### config.mk
export PLATFORM = sky130hd
export DESIGN_NAME = chunk_adder
export DESIGN_NICKNAME = d
export VERILOG_FILES = /design/src/rtl/chunk_adder.sv
export SDC_FILE = /design/constraint.sdc
export NUM_CORES = 1
export LEC_CHECK = 0
export ABC_AREA = 1
export CAP_MARGIN = 20
export CORE_MARGIN = 2
export CORE_UTILIZATION = 30
export DETAILED_ROUTE_END_ITERATION = 16
export SLEW_MARGIN = 0
export SYNTH_ARGS = -nofsm -noshare
export SYNTH_HDL_FRONTEND = slang
export SYNTH_SLANG_ARGS = --single-unit
### constraint.sdc
create_clock -name clk -period 2.6 [get_ports clk]
set_clock_uncertainty 0.15 [all_clocks]
set_input_delay 0.65 -clock clk [delete_from_list [all_inputs] [get_ports clk]]
set_output_delay 0.65 -clock clk [all_outputs]
set_load 0.1 [all_outputs]
### src/rtl/chunk_adder.sv
// chunk_adder: multi-cycle WIDTH-bit add/subtract, CHUNK bits per clock,
// LSB chunk first, carry rippled through a register between chunks.
// Valid/ready handshake on operand and result sides.
module chunk_adder #(
    parameter int WIDTH = 16,
    parameter int CHUNK = 4
) (
    input  logic             clk,
    input  logic             rst,
    input  logic             in_valid,
    output logic             in_ready,
    input  logic [WIDTH-1:0] a,
    input  logic [WIDTH-1:0] b,
    input  logic             cin,
    input  logic             sub,
    output logic             out_valid,
    input  logic             out_ready,
    output logic [WIDTH-1:0] sum,
    output logic             cout,
    output logic             ovf
);
    localparam int NCHUNK = WIDTH / CHUNK;
    localparam int CNT_W  = (NCHUNK > 1) ? $clog2(NCHUNK) : 1;

    typedef enum logic [1:0] {IDLE, RUN, DONE} state_t;

    state_t           state;
    logic [CNT_W-1:0] k;
    logic [WIDTH-1:0] a_r;
    logic [WIDTH-1:0] b_r;      // already inverted for subtract
    logic [WIDTH-1:0] work;
    logic             carry;

    logic [CHUNK-1:0] a_k;
    logic [CHUNK-1:0] b_k;
    logic [CHUNK-1:0] s_k;
    logic             c_k;
    logic [WIDTH-1:0] work_next;
    logic             last;

    // Handshake outputs depend only on state (and reset for in_ready).
    assign in_ready  = (state == IDLE) && !rst;
    assign out_valid = (state == DONE);

    // One narrow adder: current chunk plus rippled carry; work_next is the
    // working register with this chunk merged in, used for the final load.
    always_comb begin
        a_k        = a_r[k*CHUNK +: CHUNK];
        b_k        = b_r[k*CHUNK +: CHUNK];
        {c_k, s_k} = {1'b0, a_k} + {1'b0, b_k} + {{CHUNK{1'b0}}, carry};
        work_next  = work;
        work_next[k*CHUNK +: CHUNK] = s_k;
        last       = (k == CNT_W'(NCHUNK - 1));
    end

    // Control FSM and datapath registers; results only change on the
    // final-chunk edge and reset discards any in-flight operation.
    always_ff @(posedge clk or posedge rst) begin
        if (rst) begin
            state <= IDLE;
            k     <= '0;
            a_r   <= '0;
            b_r   <= '0;
            work  <= '0;
            carry <= 1'b0;
            sum   <= '0;
            cout  <= 1'b0;
            ovf   <= 1'b0;
        end else begin
            case (state)
                IDLE: begin
                    if (in_valid) begin
                        a_r   <= a;
                        b_r   <= sub ? ~b : b;
                        carry <= sub ? ~cin : cin;
                        k     <= '0;
                        state <= RUN;
                    end
                end
                RUN: begin
                    work  <= work_next;
                    carry <= c_k;
                    k     <= last ? '0 : k + 1'b1;
                    if (last) begin
                        sum   <= work_next;
                        cout  <= c_k;
                        // Same-sign operands producing a different-sign result.
                        ovf   <= (a_r[WIDTH-1] == b_r[WIDTH-1]) &&
                                 (work_next[WIDTH-1] != a_r[WIDTH-1]);
                        state <= DONE;
                    end
                end
                DONE: begin
                    if (out_ready) state <= IDLE;
                end
                default: state <= IDLE;
            endcase
        end
    end
endmodule

==> results of run 1 <==
routing by layer:
layer	part of all wire, %	vias to the layer above
met5	0	-
met4	1.9	0
met3	4.0	13
met2	50	63
met1	44	1367
li1	-	1490
cells in the mapped netlist:
master,instances,area (um2)
sky130_fd_sc_hd__nand2_1,157,589
sky130_fd_sc_hd__dfrtp_1,71,1780
sky130_fd_sc_hd__o21ai_0,49,245
sky130_fd_sc_hd__inv_1,35,131
sky130_fd_sc_hd__nor2_1,21,78.8
sky130_fd_sc_hd__xnor2_1,17,149
sky130_fd_sc_hd__o22ai_1,16,100
sky130_fd_sc_hd__clkbuf_1,10,37.5
sky130_fd_sc_hd__ha_1,9,113
sky130_fd_sc_hd__nand3_1,8,40.0
sky130_fd_sc_hd__buf_2,5,25.0
sky130_fd_sc_hd__a21oi_1,4,20.0
sky130_fd_sc_hd__inv_2,3,11.3
sky130_fd_sc_hd__nand4_1,3,18.8
sky130_fd_sc_hd__a32oi_1,2,17.5
sky130_fd_sc_hd__buf_4,2,15.0
sky130_fd_sc_hd__fa_1,2,40.0
sky130_fd_sc_hd__o31ai_1,2,15.0
sky130_fd_sc_hd__a31oi_1,1,6.26
sky130_fd_sc_hd__buf_6,1,11.3
sky130_fd_sc_hd__clkinv_1,1,3.75
sky130_fd_sc_hd__inv_4,1,6.26
sky130_fd_sc_hd__nor2_4,1,11.3
sky130_fd_sc_hd__nor2_8,1,20.0
sky130_fd_sc_hd__nor3_1,1,5.00
sky130_fd_sc_hd__o211ai_1,1,7.51
sky130_fd_sc_hd__o32ai_1,1,8.76
sky130_fd_sc_hd__or2_2,1,6.26
sky130_fd_sc_hd__xor2_1,1,8.76
final cells by class:
cell class	instances	area [um2]
clock buffer	9	225
clock inverter	7	145
fill	1148	6670
inverter	40	155
multi-input combinational	298	1600
sequential	71	1780
tap	143	179
timing repair buffer	71	676
sequential cells by signal, indices dropped and copies added, names as in the netlist:
name and flops:
a_r 16, b_r 16, sum 16, carry 1
cout 1, ovf 1, k 2, state 2
work 16
power groups by stage:
stage	Combinational (uW)	Clock [uW]	Sequential [uW]
detailed placement	3610	0	1880
finish	3920	1510	1860
global placement	3540	0	1870
CTS	3630	1530	1860
global route	4350	1580	1920
floorplan	1970	0	2560
critical path, cell delays in order (launching register included):
cell	delay, ps
sky130_fd_sc_hd__dfrtp_2	440
sky130_fd_sc_hd__buf_12	160
sky130_fd_sc_hd__o21ai_2	120
sky130_fd_sc_hd__o22ai_2	120
sky130_fd_sc_hd__fa_2	400
sky130_fd_sc_hd__inv_1	80
sky130_fd_sc_hd__fa_2	470
sky130_fd_sc_hd__nor2_4	110
sky130_fd_sc_hd__nand2_2	70
sky130_fd_sc_hd__o22ai_2	130
sky130_fd_sc_hd__nand2_1	60
sky130_fd_sc_hd__o21ai_0	70
path summary, 6_finish.rpt:
check                             start        to  depth (start not counted)  slack, ps
min in group asynchronous           rst   work[0]                          3        610
worst min-delay path            sum[10]   sum[10]                          2        330
max in group asynchronous           rst   work[1]                          3       1380
worst min register to register  sum[10]   sum[10]                          2        330
worst max register to register     k[0]  work[13]                         11        130
worst max-delay path               k[0]  work[13]                         11        130
repair_timing:
item	in CTS	in global routing
pin swaps	0	5
setup buffers	0	1
endpoints found under the setup margin	8	23
gates resized for setup	1	27
stage by stage:
stage               TNS (ps)  area (um2)  hold slack, ps  cells
global placement           0        4280             314    622
floorplan              -61.5        3530             294    427
CTS                    -25.2        4650             332    638
finish                     0        4750             330    639
global route               0        4750             355    639
detailed placement     -48.8        4280             317    622
kinds of logic after synthesis:
family	count (synthesis)
AOI/OAI and AO/OA	76
xor gates and xnor gates	18
adders and majority gates	11
buffers and inverters	58
DFF	71
and+or+nand+nor	193
==> results by group, run 1 <==
Critical path
  – Largest driver fanout on the critical path: 18
  – Data arrival at the endpoint of the critical path: 2580 ps
  – CP Capture Type: flip-flop
  – Worst endpoint required time: 2710 ps
  – Critical path class: flip-flop to flip-flop
  – Kind of launch point of the worst setup path: flip-flop

Power and ir drop
  – Part of the total power dissipated in combinational logic: 53.8%
  – Register share of total power: 25.6%
  – Worst VDD drop: 0.747 mV
  – Sw Ratio: 46.3%
  – Clock power share: 20.7%
  – Final Power: 7300 uW
  – Leakage Power: 0.00226 uW
  – Switch Pwr: 3380 uW
  – Cell Pwr Density: 1540 nW/um2
  – Internal power of the cells: 3920 uW

STA
  – Final Max Tran Viols: 0
  – Transition time of the tightest slew-check pin: 380 ps
  – Max Clock Freq: 405 MHz
  – Final WS setup: 132 ps
  – Setup repair after global routing missed its margin: true
  – Hold Fails Final Rpt: 0
  – Final period util: 94.9%
  – Time the worst path needs with I/O delays and setup: 2470 ps
  – Relative max-transition margin: 74.7%
  – Setup violators final: 0

Synthesis
  – Cell variety after synth: 29
  – Area fraction in compound gates after synthesis: 11.9%
  – Post-synthesis area per instance: 8.24 um2
  – Count of yosys warnings during synthesis: 0
  – Dominant combinational cell family by area after synthesis: simple AND/OR/NAND/NOR gates
  – Combined area of all synthesized cells: 3520 um2
  – Fraction of synthesized area in multiplexers: 0%
  – Synth Net Count: 476
  – Post-synthesis instance total: 427
  – Number of storage elements in the synthesis netlist: 71
  – Register area share after synthesis: 50.5%
  – Adder-Cell Fraction of Synth Area: 4.34%
  – Synthesized-area fraction occupied by xor and xnor cells: 4.48%
  – Synth Area in Simple Gates: 21.9%

Global routing
  – First-pass GRT wire length: 13.7 mm
  – Initial antenna violation count: 0
  – GR peak layer: met2
  – Routing usage on met2: 22.4%
  – Number of global-route vias before repair: 2869
  – Gr ovfl total: 0
  – Global-route met3 utilization: 2.70%
  – Met1 layer usage reported by global route: 16.9%
  – Largest net degree at the start of global routing: 72
  – Global-route usage over all layers: 13.4%

Final layout
  – Diode insertion count for antenna repair: 0
  – Commonest cells after routing, fill and taps aside: sky130_fd_sc_hd__nand2_1, sky130_fd_sc_hd__dfrtp_1, sky130_fd_sc_hd__o21ai_0
  – Most common cell after layout, fill and taps aside: sky130_fd_sc_hd__nand2_1
  – Post-layout net count: 540
  – Syn-to-layout area delta: 35.1%
  – Layout cells sized above 1: 16.1%
  – Utilization of the core after routing: 41.6%

Drt
  – Antenna Violating Nets Remaining: 0
  – DRT iter0 DRCs: 167
  – Total via count in the routed design: 2933
  – Total wire length: 8.09 mm
  – Ratio of routed vias to standard cells: 4.59
  – Router iterations before antenna repair: 4
  – DRC violation count after routing: 0
  – Average wire per standard cell: 12.7 um

Placement
  – DP Wirelength: 5.89 mm
  – Port buffer count: 57
  – Final GP Congestion: 0.849
  – Worst setup timing slack at the placement stage: -26.2 ps

Clocking
  – Number of buffers on the longest clock path: 2
  – Level count of the clock H-tree: 3
  – Clock net sink count: 71
  – Number of hold buffers added after CTS: 0
  – Cts bufs inserted: 9
  – CTS tree: yes
  – Skew-Pair Late Insertion Delay: 340 ps
  – Clock-pin transition on the worst setup and hold timing paths: 60 ps
  – Root Driver: sky130_fd_sc_hd__clkbuf_16

Floorplanning
  – Core Box Area: 11400 um2
  – Initial Util: 30.8%
  – DIE HEIGHT: 112 um
  – Total die area: 12600 um2
  – Horiz. Die Dim: 112 um
  – Count of boundary I/O pins: 58
  – Cell row count: 39

Run status
  – Run status: complete, no violations

Hold path
  – Path type of the worst min-delay path: flip-flop to flip-flop

Run
  – Max-cap violation count: 0
Power figures use the tool's default switching activity.
==> inputs of run 2 (changes only) <==
Settings changed: CORE_MARGIN 2 to 4.
Clock period 2.6 ns to 2 ns, I/O delays scaled along.
==> results by group, run 2 (synthesis results as in run 1) <==
STA
  – Relative max-transition margin: 74.6% (about the same)
  – Setup violators final: 34 (+34)
  – Final WS setup: -497 ps (-630 ps)
  – Hold Slack: 337 ps (+7.11 ps)
  – Transition time of the tightest slew-check pin: 381 ps (+1.03 ps)
  – Hold Fails Final Rpt: 0 (unchanged)
  – Setup repair after global routing missed its margin: true
  – Final period util: 125% (+30 points)
  – Final Max Tran Viols: 0 (unchanged)
  – Time the worst path needs with I/O delays and setup: 2500 ps (+29.7 ps)
  – Max Clock Freq: 400 MHz (-1.2%)

Drt
  – Router iterations before antenna repair: 4 (unchanged)
  – Total via count in the routed design: 3111 (+6.1%)
  – Antenna Violating Nets Remaining: 0 (unchanged)
  – Total wire length: 9.03 mm (+12%)
  – DRC violation count after routing: 0 (unchanged)
  – Ratio of routed vias to standard cells: 4.60 (+0.26%)
  – Average wire per standard cell: 13.4 um (+5.5%)
  – DRT iter0 DRCs: 201 (+20%)

Critical path
  – Worst Reg2Reg Path Length in Cells: 11 (unchanged)
  – FF-to-FF setup slack: -500 ps (-630 ps)
  – Data arrival at the endpoint of the critical path: 2600 ps (+20 ps)
  – CP Capture Type: flip-flop
  – Critical path class: flip-flop to flip-flop
  – Kind of launch point of the worst setup path: flip-flop
  – Worst endpoint required time: 2100 ps (-610 ps)
  – Largest driver fanout on the critical path: 6 (-12)

Placement
  – DP Wirelength: 6.09 mm (+3.3%)
  – Final GP Congestion: 0.870 (+2.5%)
  – Port buffer count: 57 (unchanged)

Hold path
  – Number of instances on the worst hold path: 2 (unchanged)
  – Path type of the worst min-delay path: flip-flop to flip-flop

Final layout
  – Post-layout net count: 577 (+6.9%)
  – Syn-to-layout area delta: 55.7%
  – Diode insertion count for antenna repair: 0 (unchanged)
  – Most common cell after layout, fill and taps aside: sky130_fd_sc_hd__nand2_1
  – Layout cells sized above 1: 30.4% (+14 points)
  – Commonest cells after routing, fill and taps aside: sky130_fd_sc_hd__nand2_1, sky130_fd_sc_hd__dfrtp_1, sky130_fd_sc_hd__buf_4

Clocking
  – Clock net sink count: 71 (unchanged)
  – Clock-pin transition on the worst setup and hold timing paths: 50 ps (about the same)
  – Number of buffers on the longest clock path: 2 (unchanged)
  – CTS tree: yes
  – Cts bufs inserted: 9 (unchanged)
  – Root Driver: sky130_fd_sc_hd__clkbuf_16
  – Skew-Pair Late Insertion Delay: 330 ps (about the same)
  – Number of hold buffers added after CTS: 0 (unchanged)
  – Level count of the clock H-tree: 3 (unchanged)

Global routing
  – Largest net degree at the start of global routing: 72 (unchanged)
  – Global-route usage over all layers: 13.6% (+0.23 points)
  – Number of global-route vias before repair: 3104 (+8.2%)
  – Gr ovfl total: 0 (unchanged)
  – Initial antenna violation count: 0 (unchanged)
  – First-pass GRT wire length: 14.7 mm (+7.7%)

Run
  – Max-cap violation count: 0 (unchanged)

Run status
  – Failing checks: negative setup slack
  – Run status: finished, violations left

Floorplanning
  – Core Box Area: 11500 um2 (+0.43%)
  – Cell row count: 39 (unchanged)
  – DIE HEIGHT: 116 um (+3.6%)
  – Total die area: 13500 um2 (+7.3%)
  – Initial Util: 30.7% (-0.13 points)
  – Horiz. Die Dim: 116 um (+3.6%)
  – Count of boundary I/O pins: 58 (unchanged)
==> run 2: area by class of cell <==
cell class                      instances  area (um2)
Timing Repair Buffer                  107        1220
Clock inverter                          3        15.0
Tap cell                              143         179
Inverter                               40         164
Timing Repair inverter                  1        5.00
Fill cell                            1089        5990
Clock buffer                           13         280
Sequential cell                        71        1780
Multi-Input combinational cell        298        1840
==> run 2: worst paths after layout <==
check | end | from
worst max-delay path | work[13] | k[0]
worst min-delay path | b_r[11] | b_r[11]
worst max register to register | work[13] | k[0]
worst min register to register | b_r[11] | b_r[11]
max in group asynchronous | k[0] | rst
min in group asynchronous | state[1] | rst
==> run 2: critical path, cell delays in order, from the launching register on <==
cell and delay [ps]:
sky130_fd_sc_hd__dfrtp_2 480, sky130_fd_sc_hd__buf_6 160, sky130_fd_sc_hd__nor2_4 100, sky130_fd_sc_hd__o22ai_2 100, sky130_fd_sc_hd__fa_2 380, sky130_fd_sc_hd__inv_2 70, sky130_fd_sc_hd__fa_2 460, sky130_fd_sc_hd__nor2_4 140
sky130_fd_sc_hd__nand2_2 80, sky130_fd_sc_hd__o22ai_2 120, sky130_fd_sc_hd__nand2_1 80, sky130_fd_sc_hd__o21ai_1 100
==> run 2: per-stage QoR <==
| stage | utilization, % | setup TNS (ps) | worst slack (ps) | cell area [um2] | instances |
|---|---|---|---|---|---|
| floorplan | - | -9290 | -505 | 3610 | 427 |
| global placement | 41.3 | -11430 | -481 | 4730 | 644 |
| detailed placement | 41.3 | -13780 | -625 | 4730 | 644 |
| CTS | 46.0 | -10410 | -441 | 5280 | 671 |
| global route | 47.8 | -15880 | -630 | 5480 | 676 |
| finish | 47.8 | -11450 | -497 | 5480 | 676 |
==> run 2: timing repair <==
| item | CTS | global route |
|---|---|---|
| cloned | 0 | 1 |
| buffers inserted | 11 | 6 |
| pin swaps | 13 | 22 |
| gates resized for setup | 42 | 38 |
| endpoints found under the setup margin | 36 | 35 |
==> run 2: metal layers <==
metal	GRT usage, %	part of all wire, %	wire [um]	vias up
met1	17.5	43	3880	1466
met4	5.03	2.1	191	0
met5	0	0	0	-
met2	22.8	52	4690	57
li1	-	-	-	1573
met3	2.64	2.9	265	15
Power of run 2 is left out: the tool's default activity adds up to more than one toggle a clock period on the data nets, which glitch-free logic cannot reach.
==> inputs of run 3 (changes only) <==
Settings changed: MAX_ROUTING_LAYER from default to met4.
==> results by group, run 3 (synthesis results as in run 1) <==
Floorplanning
  – Horiz. Die Dim: 116 um (unchanged)
  – Total die area: 13500 um2 (unchanged)
  – Initial Util: 30.7% (unchanged)
  – Core Box Area: 11500 um2 (unchanged)
  – Count of boundary I/O pins: 58 (unchanged)
  – Cell row count: 39 (unchanged)
  – DIE HEIGHT: 116 um (unchanged)

Drt
  – Total wire length: 8.53 mm (-5.5%)
  – Ratio of routed vias to standard cells: 4.55 (-1.1%)
  – DRC violation count after routing: 0 (unchanged)
  – Total via count in the routed design: 3040 (-2.3%)
  – Average wire per standard cell: 12.8 um (-4.4%)
  – Router iterations before antenna repair: 4 (unchanged)
  – Antenna Violating Nets Remaining: 0 (unchanged)
  – DRT iter0 DRCs: 176 (-12%)

Clocking
  – Level count of the clock H-tree: 3 (unchanged)
  – CTS tree: yes
  – Skew-Pair Late Insertion Delay: 330 ps (about the same)
  – Number of buffers on the longest clock path: 2 (unchanged)
  – Clock net sink count: 71 (unchanged)
  – Root Driver: sky130_fd_sc_hd__clkbuf_16
  – Cts bufs inserted: 9 (unchanged)
  – Clock-pin transition on the worst setup and hold timing paths: 50 ps (about the same)

STA
  – Setup repair after global routing missed its margin: true
  – Final WS setup: -449 ps (+48.2 ps)
  – Transition time of the tightest slew-check pin: 398 ps (+16.7 ps)
  – Final period util: 122% (-2.4 points)
  – Hold Slack: 335 ps (-2.67 ps)
  – Time the worst path needs with I/O delays and setup: 2450 ps (-48.2 ps)
  – Setup violators final: 35 (+2.9%)
  – Max Clock Freq: 408 MHz (+2.0%)
  – Hold Fails Final Rpt: 0 (unchanged)
  – Final Max Tran Viols: 0 (unchanged)
  – Relative max-transition margin: 73.4% (-1.2 points)

Placement
  – Port buffer count: 57 (unchanged)
  – Final GP Congestion: 0.893 (+2.7%)
  – Worst setup timing slack at the placement stage: -624 ps (+1.88 ps)
  – DP Wirelength: 6.06 mm (-0.36%)

Global routing
  – First-pass GRT wire length: 14.5 mm (-1.3%)
  – Gr ovfl total: 0 (unchanged)
  – Number of global-route vias before repair: 3178 (+2.4%)
  – Initial antenna violation count: 0 (unchanged)
  – Largest net degree at the start of global routing: 72 (unchanged)
  – Global-route usage over all layers: 13.9% (+0.27 points)

Critical path
  – Cell breakdown of the critical path: buf_6, buf_6, nor2_4, inv_2, a32oi_2, inv_1, fa_2, xor2_2, nor2_2, nand2_2, o22ai_2, nand2_1, o21ai_1
  – Worst endpoint required time: 2110 ps (about the same)
  – Slowest Stage Delay on Critical Path: 450 ps (-30 ps)
  – Kind of launch point of the worst setup path: flip-flop
  – CP Capture Type: flip-flop
  – Critical-path top delay cell: sky130_fd_sc_hd__dfrtp_2
  – Gate family responsible for the most delay along the worst path: flip-flops
  – Number of buffers and inverters on the critical path: 4 (+2)
  – Largest driver fanout on the critical path: 4 (-2)
  – Most prevalent standard cell on the critical path: sky130_fd_sc_hd__buf_6
  – Data arrival at the endpoint of the critical path: 2560 ps (-40 ps)
  – Startpoint of the worst register-to-register path: k[0]
  – Origin of the worst setup path: k[0]
  – Critical path class: flip-flop to flip-flop

Final layout
  – Number of fill cells: 1087 (-0.18%)
  – Most common cell after layout, fill and taps aside: sky130_fd_sc_hd__nand2_1
  – Syn-to-layout area delta: 50.6%
  – Register area: 1780 um2 (unchanged)
  – Utilization of the core after routing: 46.2% (-1.6 points)
  – Commonest cells after routing, fill and taps aside: sky130_fd_sc_hd__nand2_1, sky130_fd_sc_hd__dfrtp_1, sky130_fd_sc_hd__clkdlybuf4s50_1
  – Layout cells sized above 1: 25.3% (-5.1 points)
  – Diode insertion count for antenna repair: 0 (unchanged)
  – Post-layout net count: 570 (-1.2%)
  – Area of combinational cells with multiple inputs: 1720 um2 (-6.3%)

Hold path
  – Path type of the worst min-delay path: flip-flop to flip-flop
  – Hold Crit Start: a_r[2]

Run status
  – Run status: finished, violations left
  – Failing checks: negative setup slack

Run
  – Max-cap violation count: 0 (unchanged)
-- run 3: final timing paths --
kind / cells past startpoint / slack, ps / end
min reg2reg: 2 / 330 / a_r[2]
min in group asynchronous: 4 / 390 / a_r[1]
max in group asynchronous: 4 / 1000 / k[0]
max reg2reg: 13 / -450 / work[6]
min: 2 / 330 / a_r[2]
max: 13 / -450 / work[6]
-- run 3: timing repair --
| item | CTS | global route |
|---|---|---|
| buffers inserted | 8 | 2 |
| endpoints found under the setup margin | 36 | 35 |
| gates resized for setup | 41 | 21 |
| hold buffers | 0 | 0 |
| hold endpoints to repair | 0 | 0 |
| pin swaps | 28 | 19 |
-- run 3: cell type report --
class	instances	area share [%]
sequential	71	33.6
tap	143	3.38
multi-input combinational	298	32.5
inverter	40	3.05
clock buffer	13	5.10
clock inverter	2	0.283
timing repair buffer	101	22.1
-- run 3: metal layers --
layer  GRT usage [%]  part of all wire [%]  wire, um  vias up
met3            2.64                   3.4       293       22
met5               -                     0         0        -
li1                -                     -         -     1556
met1            16.4                    44      3740     1393
met2            22.6                    50      4250       69
met4            7.19                   3.0       252        0
-- run 3: metrics by stage --
| step | cell area (um2) | std cells | TNS (ps) |
|---|---|---|---|
| after floorplan | 3610 | 427 | -9290 |
| after global placement | 4740 | 645 | -11030 |
| after detailed placement | 4740 | 645 | -13200 |
| after CTS | 5230 | 667 | -11260 |
| after global routing | 5300 | 668 | -15770 |
| final | 5300 | 668 | -11640 |
-- run 3: worst min-delay path, stage by stage (launching register included) --
cell	delay, ps
sky130_fd_sc_hd__dfrtp_1	340
sky130_fd_sc_hd__nand2_1	60
sky130_fd_sc_hd__nand2_1	50
Power of run 3 is left out for the same reason.
